<file path="src/rtl/cpu_pkg.sv">
// Shared definitions for the sequenced 8-bit CPU: widths, instruction field
// positions, opcode map and the sequencer state encoding.
package cpu_pkg;

  localparam int DATA_WIDTH  = 8;
  localparam int ADDR_BITS   = 5;
  localparam int PC_BITS     = 5;
  localparam int INSTR_WIDTH = 20;

  localparam int OPC_MSB  = 19;
  localparam int OPC_LSB  = 16;
  localparam int ADDR_MSB = 15;
  localparam int ADDR_LSB = 11;
  localparam int RSVD_MSB = 10;
  localparam int RSVD_LSB = 8;
  localparam int OFF_MSB  = 7;
  localparam int OFF_LSB  = 0;

  localparam logic [3:0] OP_ALU_MAX = 4'h9;
  localparam logic [3:0] OP_LDI     = 4'hA;
  localparam logic [3:0] OP_RSVD    = 4'hB;
  localparam logic [3:0] OP_JMP     = 4'hC;
  localparam logic [3:0] OP_BZ      = 4'hD;
  localparam logic [3:0] OP_NOP     = 4'hE;
  localparam logic [3:0] OP_HALT    = 4'hF;

  typedef enum logic [2:0] {
    ST_IDLE   = 3'd0,
    ST_FETCH  = 3'd1,
    ST_DECODE = 3'd2,
    ST_MEM_RD = 3'd3,
    ST_EXEC   = 3'd4,
    ST_WB     = 3'd5,
    ST_HALT   = 3'd6
  } state_t;

  function automatic logic [3:0] opcode_of(input logic [INSTR_WIDTH-1:0] instr);
    return instr[OPC_MSB:OPC_LSB];
  endfunction

endpackage

</file>
<file path="src/rtl/cpu_sequencer_if.sv">
// Signal bundle between the sequencer, the instruction memory and the
// ALU/data-memory datapath; master is the sequencer side.
interface cpu_sequencer_if;

  // Fetch handshake: instr_req is held high (with pc stable) until a cycle in
  // which instr_valid is also high; that cycle transfers the instruction.
  // instr_valid while instr_req is low carries no meaning and is ignored.
  logic                                 start;
  logic                                 instr_req;
  logic [cpu_pkg::PC_BITS-1:0]          pc;
  logic                                 instr_valid;
  logic [cpu_pkg::INSTR_WIDTH-1:0]      instruction;

  logic [3:0]                           opcode_o;
  logic [cpu_pkg::ADDR_BITS-1:0]        addr_o;
  logic [cpu_pkg::DATA_WIDTH-1:0]       offset_o;
  logic                                 sel1_o;
  logic                                 sel3_o;
  logic                                 wen_o;
  logic                                 zero_i;

  logic                                 busy;
  logic                                 halted;
  logic                                 illegal;
  cpu_pkg::state_t                      dbg_state;

  modport master (
    input  start, instr_valid, instruction, zero_i,
    output instr_req, pc, opcode_o, addr_o, offset_o, sel1_o, sel3_o, wen_o,
           busy, halted, illegal, dbg_state
  );

  modport slave (
    output start, instr_valid, instruction, zero_i,
    input  instr_req, pc, opcode_o, addr_o, offset_o, sel1_o, sel3_o, wen_o,
           busy, halted, illegal, dbg_state
  );

endinterface

</file>
<file path="src/rtl/cpu_decode.sv">
// Combinational opcode classifier; NOP and the reserved opcode share the
// "advance pc" path, so no separate NOP flag is produced.
module cpu_decode
  import cpu_pkg::*;
(
  input  logic [3:0] opcode_i,
  output logic       is_alu_o,
  output logic       is_ldi_o,
  output logic       is_jmp_o,
  output logic       is_bz_o,
  output logic       is_halt_o,
  output logic       is_illegal_o
);

  always_comb begin
    is_alu_o     = (opcode_i <= OP_ALU_MAX);
    is_ldi_o     = (opcode_i == OP_LDI);
    is_jmp_o     = (opcode_i == OP_JMP);
    is_bz_o      = (opcode_i == OP_BZ);
    is_halt_o    = (opcode_i == OP_HALT);
    is_illegal_o = (opcode_i == OP_RSVD);
  end

endmodule

</file>
<file path="src/rtl/cpu_sequencer.sv">
// Multi-cycle control sequencer: fetches over a request/valid handshake and
// walks the datapath through decode, memory read, execute and write-back.
module cpu_sequencer
  import cpu_pkg::*;
(
  input  logic            clk,
  input  logic            rst,
  cpu_sequencer_if.master bus
);

  localparam logic [PC_BITS-1:0] PC_ONE = 1;

  state_t                  state_q, state_d;
  logic [PC_BITS-1:0]      pc_q, pc_d;
  logic                    zero_q, zero_d;
  logic [INSTR_WIDTH-1:0]  ir_q, ir_d;
  logic                    armed_q;

  logic                    is_alu, is_ldi, is_jmp, is_bz, is_halt, is_illegal;
  logic                    start_ok;
  logic [PC_BITS-1:0]      pc_inc;
  logic [PC_BITS-1:0]      offset_pc;
  logic                    rsvd_unused;

  cpu_decode u_decode (
    .opcode_i     (opcode_of(ir_q)),
    .is_alu_o     (is_alu),
    .is_ldi_o     (is_ldi),
    .is_jmp_o     (is_jmp),
    .is_bz_o      (is_bz),
    .is_halt_o    (is_halt),
    .is_illegal_o (is_illegal)
  );

  // armed_q keeps a start that coincides with reset release from launching.
  assign start_ok    = bus.start & armed_q;
  assign pc_inc      = pc_q + PC_ONE;
  assign offset_pc   = ir_q[OFF_LSB +: PC_BITS];
  assign rsvd_unused = ^ir_q[RSVD_MSB:RSVD_LSB];

  always_ff @(posedge clk or posedge rst) begin
    if (rst) begin
      state_q <= ST_IDLE;
      pc_q    <= '0;
      zero_q  <= 1'b0;
      ir_q    <= '0;
      armed_q <= 1'b0;
    end else begin
      state_q <= state_d;
      pc_q    <= pc_d;
      zero_q  <= zero_d;
      ir_q    <= ir_d;
      armed_q <= 1'b1;
    end
  end

  always_comb begin
    state_d = state_q;
    pc_d    = pc_q;
    zero_d  = zero_q;
    ir_d    = ir_q;
    unique case (state_q)
      ST_IDLE, ST_HALT: begin
        if (start_ok) begin
          state_d = ST_FETCH;
          pc_d    = '0;
          zero_d  = 1'b0;
        end
      end
      ST_FETCH: begin
        if (bus.instr_valid) begin
          ir_d    = bus.instruction;
          state_d = ST_DECODE;
        end
      end
      ST_DECODE: begin
        if (is_alu) begin
          state_d = ST_MEM_RD;
        end else if (is_ldi) begin
          state_d = ST_WB;
        end else if (is_halt) begin
          state_d = ST_HALT;
        end else if (is_jmp) begin
          pc_d    = offset_pc;
          state_d = ST_FETCH;
        end else if (is_bz) begin
          pc_d    = zero_q ? offset_pc : pc_inc;
          state_d = ST_FETCH;
        end else begin
          pc_d    = pc_inc;
          state_d = ST_FETCH;
        end
      end
      ST_MEM_RD: state_d = ST_EXEC;
      ST_EXEC: begin
        zero_d  = bus.zero_i;
        state_d = ST_WB;
      end
      ST_WB: begin
        pc_d    = pc_inc;
        state_d = ST_FETCH;
      end
      default: state_d = ST_IDLE;
    endcase
  end

  // Outputs decode straight from registered state so reset clears them,
  // wen_o included, without waiting for a clock edge.
  always_comb begin
    bus.instr_req = (state_q == ST_FETCH);
    bus.pc        = pc_q;
    bus.opcode_o  = opcode_of(ir_q);
    bus.addr_o    = ir_q[ADDR_MSB:ADDR_LSB];
    bus.offset_o  = ir_q[OFF_MSB:OFF_LSB];
    bus.sel1_o    = (state_q == ST_EXEC) | ((state_q == ST_WB) & is_alu);
    bus.sel3_o    = (state_q == ST_WB) & is_ldi;
    bus.wen_o     = (state_q == ST_WB);
    bus.busy      = (state_q != ST_IDLE) & (state_q != ST_HALT);
    bus.halted    = (state_q == ST_HALT);
    bus.illegal   = (state_q == ST_DECODE) & is_illegal;
    bus.dbg_state = state_q;
  end

endmodule

</file>
<file path="src/flat_wrapper.sv">
// flat-port wrapper written by rule: the top's interface ports become plain ports
module cpu_sequencer_flat import cpu_pkg::*;
  (clk, rst, bus_start, bus_instr_valid, bus_instruction, bus_zero_i, bus_instr_req, bus_pc, bus_opcode_o, bus_addr_o, bus_offset_o, bus_sel1_o, bus_sel3_o, bus_wen_o, bus_busy, bus_halted, bus_illegal, bus_dbg_state);
  cpu_sequencer_if bus_i ();
  input  logic clk;
  input  logic rst;
  input wire logic [$bits(bus_i.start)-1:0] bus_start;
  input wire logic [$bits(bus_i.instr_valid)-1:0] bus_instr_valid;
  input wire logic [$bits(bus_i.instruction)-1:0] bus_instruction;
  input wire logic [$bits(bus_i.zero_i)-1:0] bus_zero_i;
  output wire logic [$bits(bus_i.instr_req)-1:0] bus_instr_req;
  output wire logic [$bits(bus_i.pc)-1:0] bus_pc;
  output wire logic [$bits(bus_i.opcode_o)-1:0] bus_opcode_o;
  output wire logic [$bits(bus_i.addr_o)-1:0] bus_addr_o;
  output wire logic [$bits(bus_i.offset_o)-1:0] bus_offset_o;
  output wire logic [$bits(bus_i.sel1_o)-1:0] bus_sel1_o;
  output wire logic [$bits(bus_i.sel3_o)-1:0] bus_sel3_o;
  output wire logic [$bits(bus_i.wen_o)-1:0] bus_wen_o;
  output wire logic [$bits(bus_i.busy)-1:0] bus_busy;
  output wire logic [$bits(bus_i.halted)-1:0] bus_halted;
  output wire logic [$bits(bus_i.illegal)-1:0] bus_illegal;
  output wire logic [$bits(bus_i.dbg_state)-1:0] bus_dbg_state;
  assign bus_i.start = bus_start;
  assign bus_i.instr_valid = bus_instr_valid;
  assign bus_i.instruction = bus_instruction;
  assign bus_i.zero_i = bus_zero_i;
  assign bus_instr_req = bus_i.instr_req;
  assign bus_pc = bus_i.pc;
  assign bus_opcode_o = bus_i.opcode_o;
  assign bus_addr_o = bus_i.addr_o;
  assign bus_offset_o = bus_i.offset_o;
  assign bus_sel1_o = bus_i.sel1_o;
  assign bus_sel3_o = bus_i.sel3_o;
  assign bus_wen_o = bus_i.wen_o;
  assign bus_busy = bus_i.busy;
  assign bus_halted = bus_i.halted;
  assign bus_illegal = bus_i.illegal;
  assign bus_dbg_state = bus_i.dbg_state;
  cpu_sequencer u_core (.clk(clk), .rst(rst), .bus(bus_i));
endmodule
</file>
<file path="config.mk">
export PLATFORM = sky130hd
export DESIGN_NAME = cpu_sequencer_flat
export DESIGN_NICKNAME = d
export VERILOG_FILES = /design/src/rtl/cpu_pkg.sv /design/src/rtl/cpu_sequencer_if.sv /design/src/rtl/cpu_decode.sv /design/src/rtl/cpu_sequencer.sv /design/src/flat_wrapper.sv
export SDC_FILE = /design/constraint.sdc
export NUM_CORES = 1
export LEC_CHECK = 0
export CAP_MARGIN = 20
export CORE_MARGIN = 2
export CORE_UTILIZATION = 38
export CTS_CLUSTER_SIZE = 28
export DETAILED_ROUTE_END_ITERATION = 7
export PLACE_DENSITY_LB_ADDON = 0.3
export SETUP_SLACK_MARGIN = 0.2
export SYNTH_ARGS = -nofsm -noshare
export SYNTH_HDL_FRONTEND = slang
export SYNTH_SLANG_ARGS = --single-unit
</file>
<file path="constraint.sdc">
create_clock -name clk -period 1.5 [get_ports clk]
set_input_delay 0.45 -clock clk [delete_from_list [all_inputs] [get_ports clk]]
set_output_delay 0.45 -clock clk [all_outputs]
set_load 0.02 [all_outputs]
</file>
# After elaboration in Yosys (flattened, before gate mapping)
# Cells that the tools add are included.
[totals] in_bits=25 reg_bits=30 output_inout_bits=32 elab_cells=55
[op_classes] n_mux=16 eq_ne=17 n_lt_le_gt_ge=1 n_addsub=1 n_bitwise=6 reduce_logical=9
[op_table] cell="$mux 5" n=7
[op_table] cell="$eq 4x4->1 const B" n=5
[op_table] cell="$pmux 3 s6" n=1
[op_table] cell="$mux 3" n=5
[op_table] cell="$pmux 5 s3" n=1
[op_table] cell="$eq 3x3->1 const B" n=3
[op_table] cell="$ne 2x2->1 const B" n=4
[op_table] cell="$eq 3x2->1 const B" n=2
[op_table] cell="$reduce_and 2->1" n=3
[op_table] cell="$reduce_bool 3->1" n=2
[op_table] cell="$add 5x1->5 const B" n=1
[op_table] cell="$and 1x1->1" n=5
[op_table] cell="$reduce_and 5->1" n=1
[op_table] cell="$le 4x4->1 const B" n=1
[op_table] cell="$eq 3x1->1 const B" n=1
[op_table] cell="$logic_not 3->1" n=1
[op_table] cell="$ne 3x3->1 const B" n=1
[op_table] cell="$ne 2x1->1 const B" n=1
[op_table] cell="$pmux 1 s2" n=1
[op_table] cell="$reduce_bool 2->1" n=1
[op_table] cell="$reduce_or 2->1" n=1
[op_table] cell="$mux 1" n=1
[op_table] cell="$or 1x1->1" n=1

# Longest topological paths before layout
# Gate-level depths: netlist of the first run.
[logic_depth] word_depth=8 mapped_depth=7 depth_no_buf=5

# Modules after synthesis
# A second synthesis of the first run with hierarchy kept.
[hier_totals] cells_unflattened=118 hier_area_um2=1401.3
[by_module_without_submodules] module="cpu_sequencer" cells_each=112 area_each_um2=1342.5 n_inst=1
[by_module_without_submodules] module="cpu_decode" cells_each=6 area_each_um2=58.8 n_inst=1

# Worst setup path after synthesis of the first run
# Ideal clock, no wire load.
[synth_timing] path_kind="reg-to-output" from="reg u_core.state_q[2], in the netlist u_core.bus.dbg_state[2]" to="out bus_sel3_o" path_stages_with_launch=6 path_buffers=2 required_ps=1050 slack_ps=-818 t_arrival_ps=1868 path_cell_list="dfrtp_1 -> buf_2 -> nand2_1 -> or2_2 -> clkbuf_1 -> nor4b_1"
[synth_via] elab_chain_cells=2
[synth_rtl] item="start, declared" line_no="cpu_sequencer.sv:13" text="state_t state_q, state_d;"
[synth_rtl] item="start signal, assigned" line_no="cpu_sequencer.sv:49" text="state_q <= state_d;"
[synth_rtl] item="$eq 3x3->1" line_no="cpu_sequencer.sv:116" text="bus.sel3_o = (state_q == ST_WB) & is_ldi;"
[synth_rtl] item="$and 1x1->1" line_no="cpu_sequencer.sv:116"
[synth_rtl] item="end, declared" line_no="flat_wrapper.sv:17" text="output wire logic [$bits(bus_i.sel3_o)-1:0] bus_sel3_o;"
# No other way between the ends.

# Worst setup path after layout of the first run
[layout_timing] from="reg u_core.ir_q[18]" to="out bus_sel3_o"
[layout_via] elab_chain_cells=2
[layout_rtl] item="start, declared" line_no="cpu_sequencer.sv:16" text="logic [INSTR_WIDTH-1:0] ir_q, ir_d;"
[layout_rtl] item="start signal, assigned" line_no="cpu_sequencer.sv:52" text="ir_q <= ir_d;"
[layout_rtl] item="$eq 4x4->1" line_no="cpu_decode.sv:17" text="is_ldi_o = (opcode_i == OP_LDI);"
[layout_rtl] item="$and 1x1->1" line_no="cpu_sequencer.sv:116"
# No other way between the ends.

==> results of run 1 <==
==> flip-flops by register name, indices dropped and copies added (netlist names) <==
register              flops
u_core.bus.pc             5
u_core.ir_q              17
u_core.armed_q            1
u_core.bus.dbg_state      3
u_core.zero_q             1
==> routing by layer <==
metal | part of all wire | routed length, µm | vias to the layer above
met5 | 0 | 0 | -
met4 | 0.035 | 195 | 0
met3 | 0.057 | 324 | 20
met2 | 0.54 | 3040 | 91
met1 | 0.37 | 2090 | 779
li1 | - | - | 693
==> cells in the mapped netlist, types with 2 or more instances <==
cell type	number	share of area
o21ai_0	5	0.018
nand2_1	11	0.029
o22ai_1	2	0.0088
nand2b_1	2	0.0088
and2_1	3	0.013
mux2_2	17	0.13
inv_1	3	0.0079
nor2b_1	3	0.013
clkbuf_1	2	0.0053
nand3b_1	2	0.011
o221ai_1	2	0.012
nor2_1	5	0.013
buf_2	4	0.014
dfrtp_1	27	0.47
or2_2	2	0.0088
a21o_1	2	0.011
xnor2_1	2	0.012
a21oi_1	3	0.011
nor3_1	3	0.011
a22oi_1	2	0.011
nand3_1	3	0.011
==> through the flow <==
step / util / instances / hold slack (ns) / TNS, ns / area, µm²
3_5_place_dp: 0.647 / 261 / 0.487 / -10.83 / 2350
5_1_grt: 0.772 / 288 / 0.509 / -11.07 / 2810
4_1_cts: 0.712 / 279 / 0.493 / -6.31 / 2590
3_3_place_gp: 0.647 / 261 / 0.466 / -10.04 / 2350
2_1_floorplan: - / 132 / 0.450 / -4.59 / 1570
6_report: 0.772 / 288 / 0.483 / -9.62 / 2810
==> power groups by stage <==
stage          Clock (W)  Sequential, W  Combinational (W)
2_1_floorplan          0        0.00182            0.00143
3_3_place_gp           0        0.00134            0.00338
3_5_place_dp           0        0.00136            0.00347
4_1_cts         0.000433        0.00134            0.00395
5_1_grt         0.000484        0.00143            0.00480
6_report        0.000432        0.00140            0.00459
==> worst max-delay path: cells and delay by family (launching register included) <==
family / cells / cell delay, ns
buffers and inverters: 1 / 0.20
AND/OR/NAND/NOR: 2 / 0.59
flip-flops: 1 / 0.41
==> area by class of cell <==
type,instances,area (µm²),share of cell area
inverter,3,15.0,0.00535
clock buffer,4,45.0,0.0161
tap,48,60.1,0.0214
sequential,27,682,0.243
multi-input combinational,94,883,0.315
timing repair buffer,112,1120,0.399
==> worst max-delay path by stage <==
stage	end	slack (ns)	cells after the start
global placement	bus_illegal	-0.48	3
floorplan	u_core.ir_q[0]	-0.27	6
detailed placement	u_core.bus.pc[0]	-0.52	6
global route	bus_sel3_o	-0.45	4
finish	bus_sel3_o	-0.43	3
CTS	bus_illegal	-0.34	3
==> cell families after synthesis <==
kind of cell / count (synthesis) / synth area share
AND/OR/NAND/NOR: 44 / 0.181
AO/OA/AOI/OAI: 28 / 0.140
flip-flops: 27 / 0.474
multiplexers: 17 / 0.134
buffers and inverters: 11 / 0.0404
XOR/XNOR: 3 / 0.0184
adder cells (fa/ha/maj): 1 / 0.00878
other: 1 / 0.00263
==> repair_timing <==
action,CTS,global route
gates cloned,3,0
buffers inserted,11,9
pin swaps,9,6
gates resized for setup,176,42
setup endpoints to repair,58,52
==> results.yml, run 1 <==
timing:
  hold_viol: 0
  finalWorstSetupSlack_ns: -0.426
  grt_setup_unrepaired: "true"
  post-route-period-util: 1.28
  fmax_mhz: 519
  drv_slew: 0
  fin_crit_ns: 1.93
  setup_violations: 34
  fin_skew_ns: 0.00435
power_and_ir_drop:
  powerDensity_nw_per_um2: 2290
  switching_share: 0.405
  power.share.clock: 0.067
  pwr-share-seq: 0.218
  p_switching_w: 0.00260
  power.total_w: 0.00643
  combPwrFrac: 0.715
  ir_drop_uv: 1270
  p_leak_nw: 1.29
  p_int_w: 0.00383
floorplanning:
  pin_count: 57
  core_um2: 3630
  start_util: 0.392
  die_w_um: 65.2
  num_rows: 22
  fp.dieH_um: 65.2
  die_area_um2: 4260
finish:
  layout_common_cells: "39 x buf_4, 36 x buf_6, 22 x dfrtp_1"
  final_common_cell: "buf_4"
  n_fill_cell: 232
  fin_nets: 267
  antennaDiodeCount: 0
  area_growth_pct: 96.8
  layout-drive-gt1-share: 0.604
logic_synthesis:
  yosysWarnings: 0
  avgSynthCellArea_um2: 10.8
  ys_ff_latch: 27
  ys_seq_area_frac: 0.474
  async_reset_ff_frac: 1.00
  netlist_area_um2: 1430
  netlist-cell-type-count: 48
  synth-main-ff-cell: "dfrtp_1"
  synth_edf_count: 0
  postSynthCellCount: 132
  synth.net_count: 158
placed_design:
  dp_worst_setup_slack_ns: -0.521
  io_buffer_count: 53
  gp_congestion: 0.870
  dp_hpwl_um: 3160
global_routing:
  use_met3: 0.0411
  grt_max_degree: 16
  grt_pass1_wl_um: 7500
  grt_overflow: 0
  top_usage_layer: "met2"
  grt_util_met1: 0.282
  use_met2: 0.415
  grt_pass1_vias: 1578
  antenna_found_initial: 0
  grtUsageTotal: 0.230
worst_setup_path:
  worst-setup-path-type: "flip-flop to primary output"
  rr_startpoint: "u_core.bus.dbg_state[0]"
  startpoint: "u_core.ir_q[18]"
  worstSetupStartpointType: "flip-flop"
  crit_chain: "nand2b_1 > nor4b_4 > buf_4"
  path_max_fanout: 2
  arrival_ns: 1.48
  r2r_cells: 6
  critPathSlowestCell: "dfrtp_1"
  cp.required_ns: 1.05
  r2r_slack_ns: -0.34
  rr_endpoint: "u_core.bus.pc[0]"
  worst_setup_path_end_kind: "primary output"
  max_stage_delay_ns: 0.41
status:
  violations: "setup timing"
  outcome: "finished, violations left"
route:
  via_per_inst: 5.50
  ant_nets: 0
  avgRoutedWirePerCell_um: 19.6
  wirelength_um: 5650
  drc: 0
  dr_total_vias: 1583
  first_pass_iters: 5
  drt_iter0_markers: 130
cts:
  cts_inserted_buffers: 3
  cts_max_level: 1
  postCtsHoldBufs: 0
  cts.clk_slew.worst_paths_ns: 0.10
  cts_buffer_depth: 2
  clk_latency_ns: 0.27
  cts-root-buf: "clkbuf_8"
  cts_tree: "done"
  cts.sinks: 27
worst_hold_path:
  hold_class: "input port to async pin"
run:
  cap_violations: 0
Power figures use the tool's default switching activity.
==> inputs of run 2 (changes only) <==
--- a/config.mk
+++ b/config.mk
@@ -10,6 +10,7 @@
 export CORE_UTILIZATION = 38
 export CTS_CLUSTER_SIZE = 28
 export DETAILED_ROUTE_END_ITERATION = 7
+export MAX_ROUTING_LAYER = met4
 export PLACE_DENSITY_LB_ADDON = 0.3
 export SETUP_SLACK_MARGIN = 0.2
 export SYNTH_ARGS = -nofsm -noshare
==> results.yml, run 2 (synthesis gave the netlist of run 1 again) <==
placed_design:
  io_buffer_count: 53
  dpl_cell_area_um2: 2350
  placed_cells: 261
  dp_hpwl_um: 3160
  gp_congestion: 0.885
  dp_worst_setup_slack_ns: -0.521
floorplanning:
  die_w_um: 65.2
  start_util: 0.392
  pin_count: 57
  core_um2: 3630
  num_rows: 22
  fp.dieH_um: 65.2
  die_area_um2: 4260
worst_setup_path:
  cp_top_family: "simple AND/OR/NAND/NOR gates"
  worst-path-buf-inv: 1
  worst_setup_path_end_kind: "primary output"
  cp.required_ns: 1.05
  critPathSlowestCell: "dfrtp_1"
  worstSetupStartpointType: "flip-flop"
  path_max_fanout: 2
  worst-setup-path-type: "flip-flop to primary output"
  crit_chain: "nand2b_1 > nor4b_4 > buf_4"
  max_stage_delay_ns: 0.41
  arrival_ns: 1.47
global_routing:
  grtUsageTotal: 0.236
  grt_max_degree: 16
  grt_pass1_vias: 1578
  antenna_found_initial: 0
  grt_overflow: 0
  grt_pass1_wl_um: 7510
status:
  violations: "setup timing"
  outcome: "finished, violations left"
finish:
  area_growth_pct: 96.8
  antennaDiodeCount: 0
  largest_reg_flops: 17
  final_common_cell: "buf_4"
  fin_nets: 267
  layout.cells.non_filler: 288
  layout_common_cells: "39 x buf_4, 36 x buf_6, 22 x dfrtp_1"
  n_fill_cell: 232
  regMostFlops: "u_core.ir_q"
  layout-drive-gt1-share: 0.604
  final_core_util: 0.772
  postLayoutCellArea_um2: 2810
timing:
  whs_ns: 0.480
  drv_slew: 0
  post-route-period-util: 1.28
  grt_setup_unrepaired: "true"
  finalWorstSetupSlack_ns: -0.423
  fmax_mhz: 520
  hold_viol: 0
  setup_violations: 34
  fin_skew_ns: 0.00290
  fin_crit_ns: 1.92
run:
  cap_violations: 0
cts:
  cts-root-buf: "clkbuf_8"
  cts.clk_slew.worst_paths_ns: 0.10
  cts_inserted_buffers: 3
  cts_tree: "done"
  cts.sinks: 27
  clk_latency_ns: 0.27
  cts_max_level: 1
  cts_buffer_depth: 2
route:
  wirelength_um: 5650
  via_per_inst: 5.49
  dr_total_vias: 1580
  drc: 0
  first_pass_iters: 4
  drt_iter0_markers: 121
  ant_nets: 0
  avgRoutedWirePerCell_um: 19.6
worst_hold_path:
  hold_class: "input port to async pin"
power_and_ir_drop:
  p_leak_nw: 1.29
  powerDensity_nw_per_um2: 2290
  ir_drop_uv: 1270
[run 2: stage by stage]
| stage | total power (W) | TNS [ns] |
|---|---|---|
| 2_1_floorplan | 0.00325 | -4.59 |
| 3_3_place_gp | 0.00471 | -10.04 |
| 3_5_place_dp | 0.00483 | -10.83 |
| 4_1_cts | 0.00572 | -6.31 |
| 5_1_grt | 0.00671 | -11.00 |
| 6_report | 0.00643 | -9.58 |
[run 2: path summary, 6_finish.rpt]
kind,slack [ns],cells after the start,endpoint,from
worst max-delay path,-0.42,3,bus_sel3_o,u_core.ir_q[18]
worst min-delay path,0.48,3,u_core.ir_q[2],rst
worst max register to register,-0.34,6,u_core.bus.pc[0],u_core.bus.dbg_state[0]
worst min register to register,0.51,1,u_core.zero_q,u_core.zero_q
max in group asynchronous,0.81,3,u_core.bus.dbg_state[1],rst
min in group clk,0.51,1,u_core.zero_q,u_core.zero_q
[run 2: where the power goes]
group	internal, W	leakage (nW)	total [W]	switching (W)
Sequential	0.00109	0.321	0.00140	0.000310
Combinational	0.00254	0.945	0.00459	0.00205
Clock	0.000191	0.0228	0.000435	0.000245
[run 2: routing by layer]
layer | GRT usage | up-vias | routed length [µm] | share of wire
met5 | - | - | 0 | 0
met4 | 0.0599 | 0 | 184 | 0.033
met3 | 0.0377 | 21 | 251 | 0.044
met2 | 0.416 | 78 | 3060 | 0.54
met1 | 0.283 | 787 | 2150 | 0.38
li1 | - | 694 | - | -
[run 2: worst register-to-register path: cells and delay by family (launching register included)]
kind / cells / cell delay [ns]
compound gates: 2 / 0.23
flops: 1 / 0.44
simple gates: 2 / 0.64
buf+inv: 2 / 0.41
[run 2: layout make-up]
cell class / count / area, µm² / share of cell area
Clock buffer: 4 / 45.0 / 0.0161
Inverter: 3 / 15.0 / 0.00535
Multi-Input combinational cell: 94 / 883 / 0.315
Sequential cell: 27 / 682 / 0.243
Tap cell: 48 / 60.1 / 0.0214
Timing Repair Buffer: 112 / 1120 / 0.399
[run 2: repair_timing]
| action | 4_1_cts | 5_1_grt |
|---|---|---|
| setup endpoints to repair | 58 | 52 |
| resized for setup | 176 | 42 |
| cloned | 3 | 0 |
| hold buffers | 0 | 0 |
| buffers inserted | 11 | 9 |
| pin swaps | 9 | 6 |
